==> src/rtl/bambu_tb_pkg.sv <==
// Shared types and defaults for the bambu memory loader: FSM states and word geometry.
package bambu_tb_pkg;

    typedef enum logic [2:0] {
        IDLE,
        FILL,
        WRITE,
        START,
        RUN,
        REPORT
    } state_t;

    localparam int DEF_DATA_W     = 64;
    localparam int BYTES_PER_WORD = DEF_DATA_W / 8;
    localparam int DEF_MAX_CYCLES = 200000000;

endpackage

==> src/rtl/byte_packer.sv <==
// Packs an incoming byte stream little-endian into one slave-RAM word and tracks
// how many lanes are filled and whether the word carries the final byte.
module byte_packer
    import bambu_tb_pkg::*;
#(
    parameter int DATA_W = DEF_DATA_W,
    parameter int LANE_W = $clog2(DATA_W / 8 + 1)
) (
    input  logic              clock,
    input  logic              reset,
    input  logic              accept,
    input  logic [7:0]        byte_data,
    input  logic              byte_last,
    input  logic              clear,
    output logic [DATA_W-1:0] data,
    output logic [LANE_W-1:0] lanes,
    output logic              last,
    output logic              closing
);

    localparam int LANES = DATA_W / 8;

    // The byte being accepted now completes the word (last lane or end of stream).
    assign closing = accept && (byte_last || lanes == LANE_W'(LANES - 1));

    always_ff @(posedge clock) begin
        if (reset || clear) begin
            data  <= '0;
            lanes <= '0;
            last  <= 1'b0;
        end else if (accept) begin
            data[{lanes, 3'b000} +: 8] <= byte_data;
            lanes                      <= lanes + LANE_W'(1);
            last                       <= byte_last;
        end
    end

endmodule

==> src/rtl/bambu_mem_loader.sv <==
// Loads a byte image into main's slave RAM word by word, starts main and times the
// run until done_port, reporting the cycle count or a timeout.
module bambu_mem_loader
    import bambu_tb_pkg::*;
#(
    parameter int ADDR_W     = 10,
    parameter int DATA_W     = DEF_DATA_W,
    parameter int SIZE_W     = 7,
    parameter int MAX_CYCLES = DEF_MAX_CYCLES
) (
    input  logic              clock,
    input  logic              reset,
    input  logic [ADDR_W-1:0] base_addr,
    input  logic              byte_valid,
    input  logic [7:0]        byte_data,
    input  logic              byte_last,
    output logic              byte_ready,
    output logic              S_oe_ram,
    output logic              S_we_ram,
    output logic [ADDR_W-1:0] S_addr_ram,
    output logic [DATA_W-1:0] S_Wdata_ram,
    output logic [SIZE_W-1:0] S_data_ram_size,
    input  logic              Sout_DataRdy,
    output logic              start_port,
    input  logic              done_port,
    output logic [31:0]       cycle_count,
    output logic              run_done,
    output logic              timeout
);

    localparam int LANES  = DATA_W / 8;
    localparam int LANE_W = $clog2(LANES + 1);

    state_t              state, state_next;
    logic [ADDR_W-1:0]   addr;
    logic [31:0]         count;
    logic                accept, ack;
    logic [LANE_W-1:0]   lanes;
    logic                word_last, closing;

    assign accept = byte_valid && byte_ready;
    assign ack    = (state == WRITE) && Sout_DataRdy;

    byte_packer #(
        .DATA_W (DATA_W),
        .LANE_W (LANE_W)
    ) u_packer (
        .clock     (clock),
        .reset     (reset),
        .accept    (accept),
        .byte_data (byte_data),
        .byte_last (byte_last),
        .clear     (ack),
        .data      (S_Wdata_ram),
        .lanes     (lanes),
        .last      (word_last),
        .closing   (closing)
    );

    assign S_oe_ram        = 1'b0;
    assign S_addr_ram      = addr;
    assign S_data_ram_size = SIZE_W'({lanes, 3'b000});

    always_comb begin
        state_next = state;
        case (state)
            IDLE, FILL: if (accept) state_next = closing ? WRITE : FILL;
            WRITE:      if (Sout_DataRdy) state_next = word_last ? START : FILL;
            START:      state_next = RUN;
            RUN:        if (done_port || count == 32'(MAX_CYCLES)) state_next = REPORT;
            REPORT:     state_next = IDLE;
            default:    state_next = IDLE;
        endcase
    end

    // Strobes are registered from the next state so they line up with the state they describe.
    always_ff @(posedge clock) begin
        if (reset) begin
            state       <= IDLE;
            addr        <= '0;
            count       <= '0;
            cycle_count <= '0;
            timeout     <= 1'b0;
            byte_ready  <= 1'b1;
            S_we_ram    <= 1'b0;
            start_port  <= 1'b0;
            run_done    <= 1'b0;
        end else begin
            state      <= state_next;
            byte_ready <= (state_next == IDLE) || (state_next == FILL);
            S_we_ram   <= (state_next == WRITE);
            start_port <= (state_next == START);
            run_done   <= (state_next == REPORT);

            if (state == IDLE && accept)
                addr <= base_addr;
            else if (ack)
                addr <= addr + ADDR_W'(LANES);

            case (state)
                START: begin
                    count       <= 32'd1;
                    cycle_count <= '0;
                    timeout     <= 1'b0;
                end
                RUN: begin
                    if (done_port) begin
                        cycle_count <= count;
                    end else if (count == 32'(MAX_CYCLES)) begin
                        timeout     <= 1'b1;
                        cycle_count <= 32'(MAX_CYCLES);
                    end else begin
                        count <= count + 32'd1;
                    end
                end
                default: ;
            endcase
        end
    end

endmodule
==> config.mk <==
export PLATFORM = sky130hd
export DESIGN_NAME = bambu_mem_loader
export DESIGN_NICKNAME = d
export VERILOG_FILES = /design/src/rtl/bambu_tb_pkg.sv /design/src/rtl/byte_packer.sv /design/src/rtl/bambu_mem_loader.sv
export SDC_FILE = /design/constraint.sdc
export NUM_CORES = 1
export LEC_CHECK = 0
export ABC_CLOCK_PERIOD_IN_PS = 3300
export BUFFER_PORTS_ARGS = -buffer_cell sky130_fd_sc_hd__buf_2
export CELL_PAD_IN_SITES_DETAIL_PLACEMENT = 2
export CELL_PAD_IN_SITES_GLOBAL_PLACEMENT = 2
export CORE_ASPECT_RATIO = 1.1
export CORE_UTILIZATION = 32
export CTS_CLUSTER_DIAMETER = 120
export DETAILED_ROUTE_END_ITERATION = 7
export PLACE_DENSITY_LB_ADDON = 0.1
export SETUP_SLACK_MARGIN = 0.05
export SYNTH_ARGS = -nofsm -noshare
export SYNTH_HDL_FRONTEND = slang
export SYNTH_SLANG_ARGS = --single-unit
==> constraint.sdc <==
create_clock -name clock -period 3.3 [get_ports clock]
set_clock_uncertainty 0.05 [all_clocks]
set_input_delay 0.165 -clock clock [delete_from_list [all_inputs] [get_ports clock]]
set_output_delay 0.165 -clock clock [all_outputs]
set_load 0.01 [all_outputs]
==> flow_metrics.tcl, run 1 <==
set metrics [dict create \
    tightest_slew_ns 1.05 \
    cts_tree "yes" \
    drive_gt1_share_pct 22.1 \
    critPathLaunchType "register" \
    crit_required_ns 3.53 \
    cts_setup_buffers 0 \
    die_y_um 152 \
    overflow 0 \
    grt_pass1_vias 6909 \
    grt_max_degree 40 \
    synth-seq-cells 151 \
    critPathCaptureType "register" \
    start_util_pct 32.9 \
    die_area_um2 21200 \
    min_period_ns 2.93 \
    cpLargestDelayFamily "simple AND/OR/NAND/NOR gates" \
    hold_class "input pin to register" \
    antenna_found_initial 2 \
    design.core.area_um2 20000 \
    crit_type "register to register" \
    htree_num_levels 4 \
    drv_slew 0 \
    finalSetupTns_ns 0 \
    cts-root-buf "clkbuf_16" \
    first_iter_violations 305 \
    vias_per_cell 5.36 \
    hpwl_um 15800 \
    drc_errors 16 \
    path_buf_inv 1 \
    track_usage_pct 22.0 \
    vias 6128 \
    post_drt_wl_per_cell_um 19.6 \
    setup_viol 0 \
    gp_congestion 0.790 \
    totalWireLength_um 22400 \
    finalCritPeriodShare_pct 88.7 \
    avgSynthCellArea_um2 8.75 \
    nNetsFinal 908 \
    clock_sinks 151 \
    status "finished, violations left" \
    crit_path_max_fanout 16 \
    final_hold_viol_count 0 \
    antenna_left 0 \
    synth_edf_count 0 \
    areaGrowthSynthToFinish_pct 24.1 \
    arrival_ns 3.15 \
    synthArstFlopShare_pct 0 \
    yosysUniqueCellTypes 59 \
    placementRows 54 \
    cp_slowest_cell "dfxtp_1" \
    critPathMaxStageDelay_ns 0.65 \
    power_density_nw_per_um2 523 \
    fmax_ghz 0.342 \
    first_pass_iters 6 \
    rsz0062_at_grt "no" \
    synthCells 753 \
    grt_pass1_wl_um 37000 \
    syn_area_um2 6590 \
    synth_warnings 0 \
    ys_seq_area_share_pct 45.9 \
    violations "design-rule violations" \
    clock_path_buffers 2 \
    fp.dieW_um 139 \
    final.fill_count 2229 \
    clk_pin_slew_ns 0.06 \
    clk_latency_ns 0.43 \
    io_buffers 138 \
    cts-buffers-inserted 17 \
    hold_buffers 11 \
    maxCapViolCount 0 \
    report.power.total_mw 4.27 \
    io_pins 143 \
    postCtsResizedCells 0 \
    synth_top_flop_cell "dfxtp_1" \
    irDropWorstVdd_v 0.000352 \
    cp_cell_sequence "inv_1 > ha_1 > o41ai_2 > nand4b_1 > nand3_1 > o21ai_0" \
    slew_headroom_pct 29.9 \
    cellLeakagePower_nw 3.48 \
]
[report_power, final]
part	switching [mW]	internal (mW)
logic	0.213	0.116
clock network	0.832	1.22
registers	0.0399	1.85
[registers in the layout, indices dropped and copies added, names as in the netlist]
signal / count
S_we_ram: 1
start_port: 1
run_done: 1
u_packer.last: 1
u_packer.data: 64
cycle_count: 32
S_addr_ram: 10
count: 32
u_packer.lanes: 4
timeout: 1
state: 3
byte_ready: 1
[per-stage QoR]
step / instance area (µm²) / utilization [%] / hold WS, ns / worst slack (ns) / std cells
global route: 8170 / 40.9 / 0.0271 / 0.0965 / 1142
floorplan: 6600 / - / 0.251 / 0.728 / 756
finish: 8180 / 40.9 / 0.0121 / 0.374 / 1143
CTS: 8170 / 40.9 / 0.00754 / 0.320 / 1142
detailed placement: 7450 / 37.3 / 0.370 / 0.392 / 1099
global placement: 7450 / 37.3 / 0.358 / 0.689 / 1099
[path summary, 6_finish.rpt]
kind	from	to	slack [ns]	cells after the start
max reg2reg	u_packer.lanes[0]	u_packer.data[38]	0.37	6
max	u_packer.lanes[0]	u_packer.data[38]	0.37	6
min reg2reg	cycle_count[14]	cycle_count[14]	0.41	2
min	byte_data[0]	u_packer.data[24]	0.01	3
[kinds of logic (layout without fill, tap and decap cells)]
| logic type | count (synthesis) | count (layout) | share of synthesized area, % |
|---|---|---|---|
| xor+xnor | 9 | 9 | 1.20 |
| flops | 151 | 151 | 45.9 |
| other cells | 1 | 5 | 0.0569 |
| mux | 60 | 60 | 9.12 |
| simple gates | 296 | 296 | 22.2 |
| fa+ha+maj | 7 | 7 | 1.33 |
| buf+inv | 73 | 207 | 4.85 |
| compound gates | 156 | 156 | 15.4 |
[layout make-up]
| class | instances | area [µm²] | share of cell area, % |
|---|---|---|---|
| diodes | 1 | 2.50 | 0.0306 |
| clock buffers | 19 | 443 | 5.42 |
| clock inverters | 13 | 169 | 2.07 |
| inverters | 11 | 41.3 | 0.505 |
| multi-input cells | 532 | 3270 | 40.0 |
| flip-flops and latches | 151 | 3020 | 37.0 |
| well taps | 252 | 315 | 3.86 |
| repair buffers | 164 | 913 | 11.2 |
[layer usage]
metal  share of wire, %  routed length [µm]  track usage, %  vias up
li1                   -                   -               -     2932
met3                4.5                1020            5.56       26
met4                1.8                 413            7.41        4
met1                 40                8970            23.3     3053
met5              0.098                  22               0        -
met2                 53               12000            41.9      113
[worst register-to-register path, stage by stage (launching register included)]
cell      delay [ns]
dfxtp_1         0.65
inv_1           0.15
ha_1            0.33
o41ai_2         0.60
nand4b_1        0.58
nand3_1         0.29
o21ai_0         0.13
[cell usage after synthesis (all sizes together), types with 3 or more instances]
library cell    n  area share, %
a2111o          5           0.85
a211oi          7           0.87
a21oi          45            3.5
and2            4           0.38
and3            5           0.48
and4            5           0.66
buf            20            1.8
clkbuf         42            2.4
dfxtp         151             46
ha              7            1.3
inv            10           0.57
mux2i          60            9.1
nand2         133            7.6
nand2b          3           0.29
nand3          38            3.0
nand3b          4           0.46
nand4          16            1.5
nor2           39            2.5
nor3            7           0.68
nor4            6           0.57
nor4b           4           0.53
o2111ai        12            1.7
o211ai         27            3.1
o21ai          48            3.6
or3            14            1.3
or4             6           0.68
xnor2           3           0.40
xor2            6           0.80
[placed cells by master (no fill, tap or decap), drive strengths merged, types with 11 or more instances in the layout]
master       instances
buf                153
dfxtp              151
nand2              133
mux2i               60
o21ai               48
a21oi               45
nor2                39
nand3               38
o211ai              27
clkbuf              19
nand4               16
or3                 14
inv                 13
o2111ai             12
dlygate4sd3         11
Power figures use the tool's default switching activity.
==> run 2, diff against run 1 <==
--- a/config.mk
+++ b/config.mk
@@ -13,6 +13,7 @@
 export CORE_UTILIZATION = 32
 export CTS_CLUSTER_DIAMETER = 120
 export DETAILED_ROUTE_END_ITERATION = 7
+export GPL_TIMING_DRIVEN = 0
 export PLACE_DENSITY_LB_ADDON = 0.1
 export SETUP_SLACK_MARGIN = 0.05
 export SYNTH_ARGS = -nofsm -noshare
==> constraint.sdc (replaced) <==
create_clock -name clock -period 3.3 [get_ports clock]
set_clock_uncertainty 0.05 [all_clocks]
set_input_delay 0.33 -clock clock [delete_from_list [all_inputs] [get_ports clock]]
set_output_delay 0.33 -clock clock [all_outputs]
set_load 0.01 [all_outputs]
==> run 2 against run 1 <==
The flow still finishes with violations (design-rule violations). Cell area up 0.28%. Wire length up 5.5%. First-iteration DRC count down 22%. Sequential cell count unchanged. Critical endpoint is now u_packer.data[54]. Highest routed layer unchanged.
==> flow_metrics.tcl, run 2 (synthesis gave the netlist of run 1 again) <==
set metrics [dict create \
    drv_slew 0 \
    hold_class "input pin to register" \
    arrival_ns 3.29 \
    drc_errors 10 \
    critPathCaptureType "register" \
    reg2reg_slack_ns 0.25 \
    multi_input_area_um2 3270 \
    io_pins 143 \
    cts_tree "yes" \
    fmax_ghz 0.328 \
    mostFrequentLayoutCell "dfxtp_1" \
    track_usage_pct 22.6 \
    clk_latency_ns 0.42 \
    status "finished, violations left" \
    clock_sinks 151 \
    die_y_um 152 \
    maxCapViolCount 0 \
    r2r_cells 10 \
    vias 6300 \
    slew_headroom_pct 45.1 \
    fin_util_pct 41.0 \
    cts_setup_buffers 0 \
    hold_buffers 0 \
    grt_pass1_wl_um 37600 \
    r2r_start "u_packer.lanes[0]" \
    design_area_um2 8200 \
    grt_pass1_vias 6985 \
    nNetsFinal 944 \
    hpwl_um 17600 \
    fp.dieW_um 139 \
    largest_register_ffs 64 \
    clock_path_buffers 2 \
    use_met3_pct 6.13 \
    tightest_slew_ns 0.816 \
    start_util_pct 32.9 \
    crit_required_ns 3.55 \
    antenna_found_initial 1 \
    setup_ws_ns 0.253 \
    cts-buffers-inserted 17 \
    use_met1_pct 23.5 \
    overflow 0 \
    final_hold_viol_count 0 \
    largest_registers "u_packer.data: 64 flops, count: 32 flops, cycle_count: 32 flops" \
    grt_max_degree 17 \
    power_density_nw_per_um2 509 \
    gp_congestion 0.837 \
    vias_per_cell 5.34 \
    final.fill_count 2264 \
    crit_path_max_fanout 10 \
    met2_usage_pct 43.6 \
    areaGrowthSynthToFinish_pct 24.5 \
    io_buffers 138 \
    drive_gt1_share_pct 21.4 \
    antenna_left 0 \
    setup_viol 0 \
    min_delay_path_depth 3 \
    irDropWorstVdd_v 0.000320 \
    ff_latch_area_um2 3020 \
    finalCritPeriodShare_pct 92.3 \
    first_iter_violations 239 \
    die_area_um2 21200 \
    rsz0062_at_grt "no" \
    cts-root-buf "clkbuf_16" \
    placed_cell_area_um2 7600 \
    dpl_worst_slack_ns 0.153 \
    crit_type "register to register" \
    first_pass_iters 6 \
    design.core.area_um2 20000 \
    hold_path_startpoint "base_addr[2]" \
    placementRows 54 \
    globalRoute.busiestLayer "met2" \
    totalWireLength_um 23600 \
    finalSetupTns_ns 0 \
    cellLeakagePower_nw 3.49 \
    critPathLaunchType "register" \
    final_cell_mix "dfxtp_1, buf_2, nand2_1" \
    min_period_ns 3.05 \
    min_to "S_addr_ram[2]" \
    largest-register "u_packer.data" \
    htree_num_levels 4 \
    violations "design-rule violations" \
    report.power.total_mw 4.17 \
    clk_pin_slew_ns 0.07 \
    r2r-end "u_packer.data[54]" \
    post_drt_wl_per_cell_um 20.0 \
]
[run 2: changes by cell type in the layout (fill, tap and decap cells not counted), moves of 2 or more]
cell	change
clkbuf_1	+39
dlygate4sd3_1	-11
buf_4	-8
buf_2	+7
buf_1	+5
clkbuf_2	+3
inv_8	+3
bufinv_16	-2
[run 2: final cells by class]
type / instances / share of cell area [%]
Multi-Input combinational cell: 532 / 39.8
Timing Repair Buffer: 138 / 8.42
Buffer: 62 / 3.40
Inverter: 11 / 0.504
Clock inverter: 13 / 1.65
Sequential cell: 151 / 36.9
Tap cell: 252 / 3.85
Antenna cell: 2 / 0.0611
Clock buffer: 19 / 5.40
[run 2: report_power, final]
part	switching [mW]	internal, mW	total [mW]
clock	0.849	1.08	1.93
combinational	0.236	0.115	0.351
sequential	0.0332	1.85	1.89
[run 2: worst max-delay path by stage]
stage	start	end	slack, ns
2_1_floorplan	u_packer.lanes[0]	u_packer.data[45]	0.73
3_3_place_gp	u_packer.lanes[0]	u_packer.data[54]	0.30
3_5_place_dp	u_packer.lanes[0]	u_packer.data[39]	0.15
4_1_cts	u_packer.lanes[0]	u_packer.data[39]	0.10
5_1_grt	u_packer.lanes[0]	u_packer.data[48]	0.05
6_report	u_packer.lanes[0]	u_packer.data[54]	0.25
[run 2: metrics by stage]
stage	cells	hold WS, ns
after global placement	1146	0.388
after global routing	1178	0.0987
after CTS	1178	0.0967
final	1180	0.107
after floorplan	756	0.381
after detailed placement	1146	0.402
[run 2: repair_timing]
item,in CTS,in global routing
gates resized for setup,0,3
hold endpoints to repair,0,0
endpoints found under the setup margin,0,29
[run 2: layer usage]
metal / part of all wire, % / up-vias / wire [µm]
li1: - / 2996 / -
met1: 39 / 3154 / 9220
met2: 55 / 117 / 12900
met3: 4.7 / 31 / 1100
met4: 1.7 / 2 / 399
met5: 0.042 / - / 10
[run 2: worst max-delay path, cell delays in order, from the launching register on]
cell,delay [ns]
dfxtp_1,0.48
clkbuf_2,0.31
inv_1,0.11
ha_1,0.20
clkbuf_1,0.23
or3b_2,0.52
o41ai_2,0.11
nand4_1,0.40
clkbuf_1,0.31
nand3_1,0.13
o21ai_0,0.09
==> run 3, diff against run 2 <==
--- a/config.mk
+++ b/config.mk
@@ -7,6 +7,7 @@
 export LEC_CHECK = 0
 export ABC_CLOCK_PERIOD_IN_PS = 3300
 export BUFFER_PORTS_ARGS = -buffer_cell sky130_fd_sc_hd__buf_2
+export CAP_MARGIN = 20
 export CELL_PAD_IN_SITES_DETAIL_PLACEMENT = 2
 export CELL_PAD_IN_SITES_GLOBAL_PLACEMENT = 2
 export CORE_ASPECT_RATIO = 1.1
@@ -14,7 +15,7 @@
 export CTS_CLUSTER_DIAMETER = 120
 export DETAILED_ROUTE_END_ITERATION = 7
 export GPL_TIMING_DRIVEN = 0
-export PLACE_DENSITY_LB_ADDON = 0.1
+export PLACE_DENSITY_LB_ADDON = 0.25
 export SETUP_SLACK_MARGIN = 0.05
 export SYNTH_ARGS = -nofsm -noshare
 export SYNTH_HDL_FRONTEND = slang
==> run 3 against run 2 <==
The run still ends with design-rule violations left. Sequential power about the same. Fmax up 2.1%. Setup slack better by 0.063 ns. Global-route usage down 0.24 points. Combinational power about the same. Sequential cell count unchanged. Non-clock buffer count unchanged. Wire length down 4.0%. Final cell count down 0.17%. Largest cell class unchanged.
==> flow_metrics.tcl, run 3 (synthesis gave the netlist of run 1 again) <==
set metrics [dict create \
    status "finished, violations left" \
    violations "design-rule violations" \
    mostFrequentLayoutCell "dfxtp_1" \
    fp.dieW_um 139 \
    grt_pass1_wl_um 37300 \
    vias_per_cell 5.28 \
    cp_cell_sequence "clkbuf_2 > inv_1 > ha_1 > clkbuf_1 > inv_1 > o41ai_2 > nand3_1 > nand3_1 > o21ai_0" \
    hold_path_startpoint "base_addr[0]" \
    critPathCaptureType "register" \
    dpl_worst_slack_ns 0.155 \
    largest-register "u_packer.data" \
    antenna_found_initial 0 \
    drive_gt1_share_pct 21.6 \
    min_period_ns 2.98 \
    drc_errors 13 \
    fmax_ghz 0.335 \
    overflow 0 \
    clk_latency_ns 0.44 \
    final_hold_viol_count 0 \
    io_pins 143 \
    io_buffers 138 \
    min_to "S_addr_ram[0]" \
    clk_pin_slew_ns 0.07 \
    r2r_start "u_packer.lanes[0]" \
    finalSetupTns_ns 0 \
    hpwl_um 16700 \
    r2r_cells 9 \
    setup_viol 0 \
    start_util_pct 32.9 \
    power_density_nw_per_um2 519 \
    die_y_um 152 \
    grt_pass1_vias 6743 \
    die_area_um2 21200 \
    clock_sinks 151 \
    vias 6225 \
    cts-buffers-inserted 17 \
    nNetsFinal 944 \
    slew_headroom_pct 38.9 \
    totalWireLength_um 22700 \
    crit_path_max_fanout 10 \
    first_iter_violations 300 \
    tightest_slew_ns 0.908 \
    arrival_ns 3.22 \
    antenna_left 0 \
    htree_num_levels 4 \
    crit_required_ns 3.54 \
    clock_path_buffers 2 \
    gp_congestion 0.793 \
    critPathMaxStageDelay_ns 0.57 \
    antenna_cells 0 \
    cts_setup_buffers 0 \
    min_delay_path_depth 3 \
    reg2reg_slack_ns 0.32 \
    final_cell_mix "dfxtp_1, buf_2, nand2_1" \
    postCtsResizedCells 0 \
    placementRows 54 \
    fin_util_pct 41.1 \
    r2r-end "u_packer.data[61]" \
    cts-root-buf "clkbuf_16" \
    cp_slowest_cell "o41ai_2" \
    hold_class "input pin to register" \
    finalCritPeriodShare_pct 90.4 \
    largest_register_ffs 64 \
    post_drt_wl_per_cell_um 19.2 \
    cellLeakagePower_nw 3.50 \
    maxCapViolCount 0 \
    crit_type "register to register" \
    first_pass_iters 8 \
    setup_ws_ns 0.316 \
    drv_slew 0 \
    areaGrowthSynthToFinish_pct 24.9 \
    grt_max_degree 17 \
    critPathLaunchType "register" \
    largest_registers "u_packer.data: 64 flops, count: 32 flops, cycle_count: 32 flops" \
    hold_buffers 0 \
    irDropWorstVdd_v 0.000348 \
    track_usage_pct 22.3 \
    rsz0062_at_grt "no" \
    design.core.area_um2 20000 \
    cts_tree "yes" \
]
## run 3: final cells by class
class | count | area [µm²]
Clock inverter | 15 | 181
Sequential cell | 151 | 3020
Fill cell | 2280 | 11800
Buffer | 62 | 279
Multi-Input combinational cell | 532 | 3270
Clock buffer | 17 | 425
Inverter | 11 | 41.3
Timing Repair Buffer | 138 | 691
Tap cell | 252 | 315
## run 3: stage by stage
| step | std cells | cell area, µm² | hold slack [ns] | power, mW |
|---|---|---|---|---|
| 3_5_place_dp | 1146 | 7600 | 0.405 | 2.27 |
| 5_1_grt | 1178 | 8230 | 0.0767 | 4.44 |
| 4_1_cts | 1178 | 8210 | 0.0697 | 4.32 |
| 3_3_place_gp | 1146 | 7600 | 0.390 | 2.26 |
| 2_1_floorplan | 756 | 6600 | 0.381 | 2.13 |
| 6_report | 1178 | 8230 | 0.0828 | 4.27 |
## run 3: power by group
| part | internal, mW | total [mW] | switching, mW | leakage (nW) |
|---|---|---|---|---|
| Combinational | 0.115 | 0.349 | 0.234 | 1.99 |
| Sequential | 1.85 | 1.89 | 0.0314 | 1.22 |
| Clock | 1.15 | 2.04 | 0.891 | 0.293 |
| Total | 3.12 | 4.27 | 1.16 | 3.50 |
## run 3: worst max-delay path, delay by kind of cell (launching register included)
kind | cells | cell delay (ns)
flip-flops | 1 | 0.37
AO/OA/AOI/OAI | 2 | 0.69
AND/OR/NAND/NOR | 2 | 0.80
adder cells (fa/ha/maj) | 1 | 0.15
buffers and inverters | 4 | 0.78
## run 3: how the worst max path moves through the flow
stage	start	to	slack (ns)	cells past startpoint
floorplan	u_packer.lanes[0]	u_packer.data[45]	0.73	9
global placement	u_packer.lanes[0]	u_packer.data[38]	0.25	9
detailed placement	u_packer.lanes[0]	u_packer.data[38]	0.15	9
CTS	u_packer.lanes[0]	u_packer.data[39]	0.11	9
global route	u_packer.lanes[0]	u_packer.data[61]	0.07	9
finish	u_packer.lanes[0]	u_packer.data[61]	0.32	9
## run 3: metal layers
layer	wire length, µm	track usage (%)	vias up
li1	-	-	3000
met1	9800	26.3	3088
met2	11600	40.3	115
met3	924	4.65	22
met4	325	7.04	0
met5	0	0	-
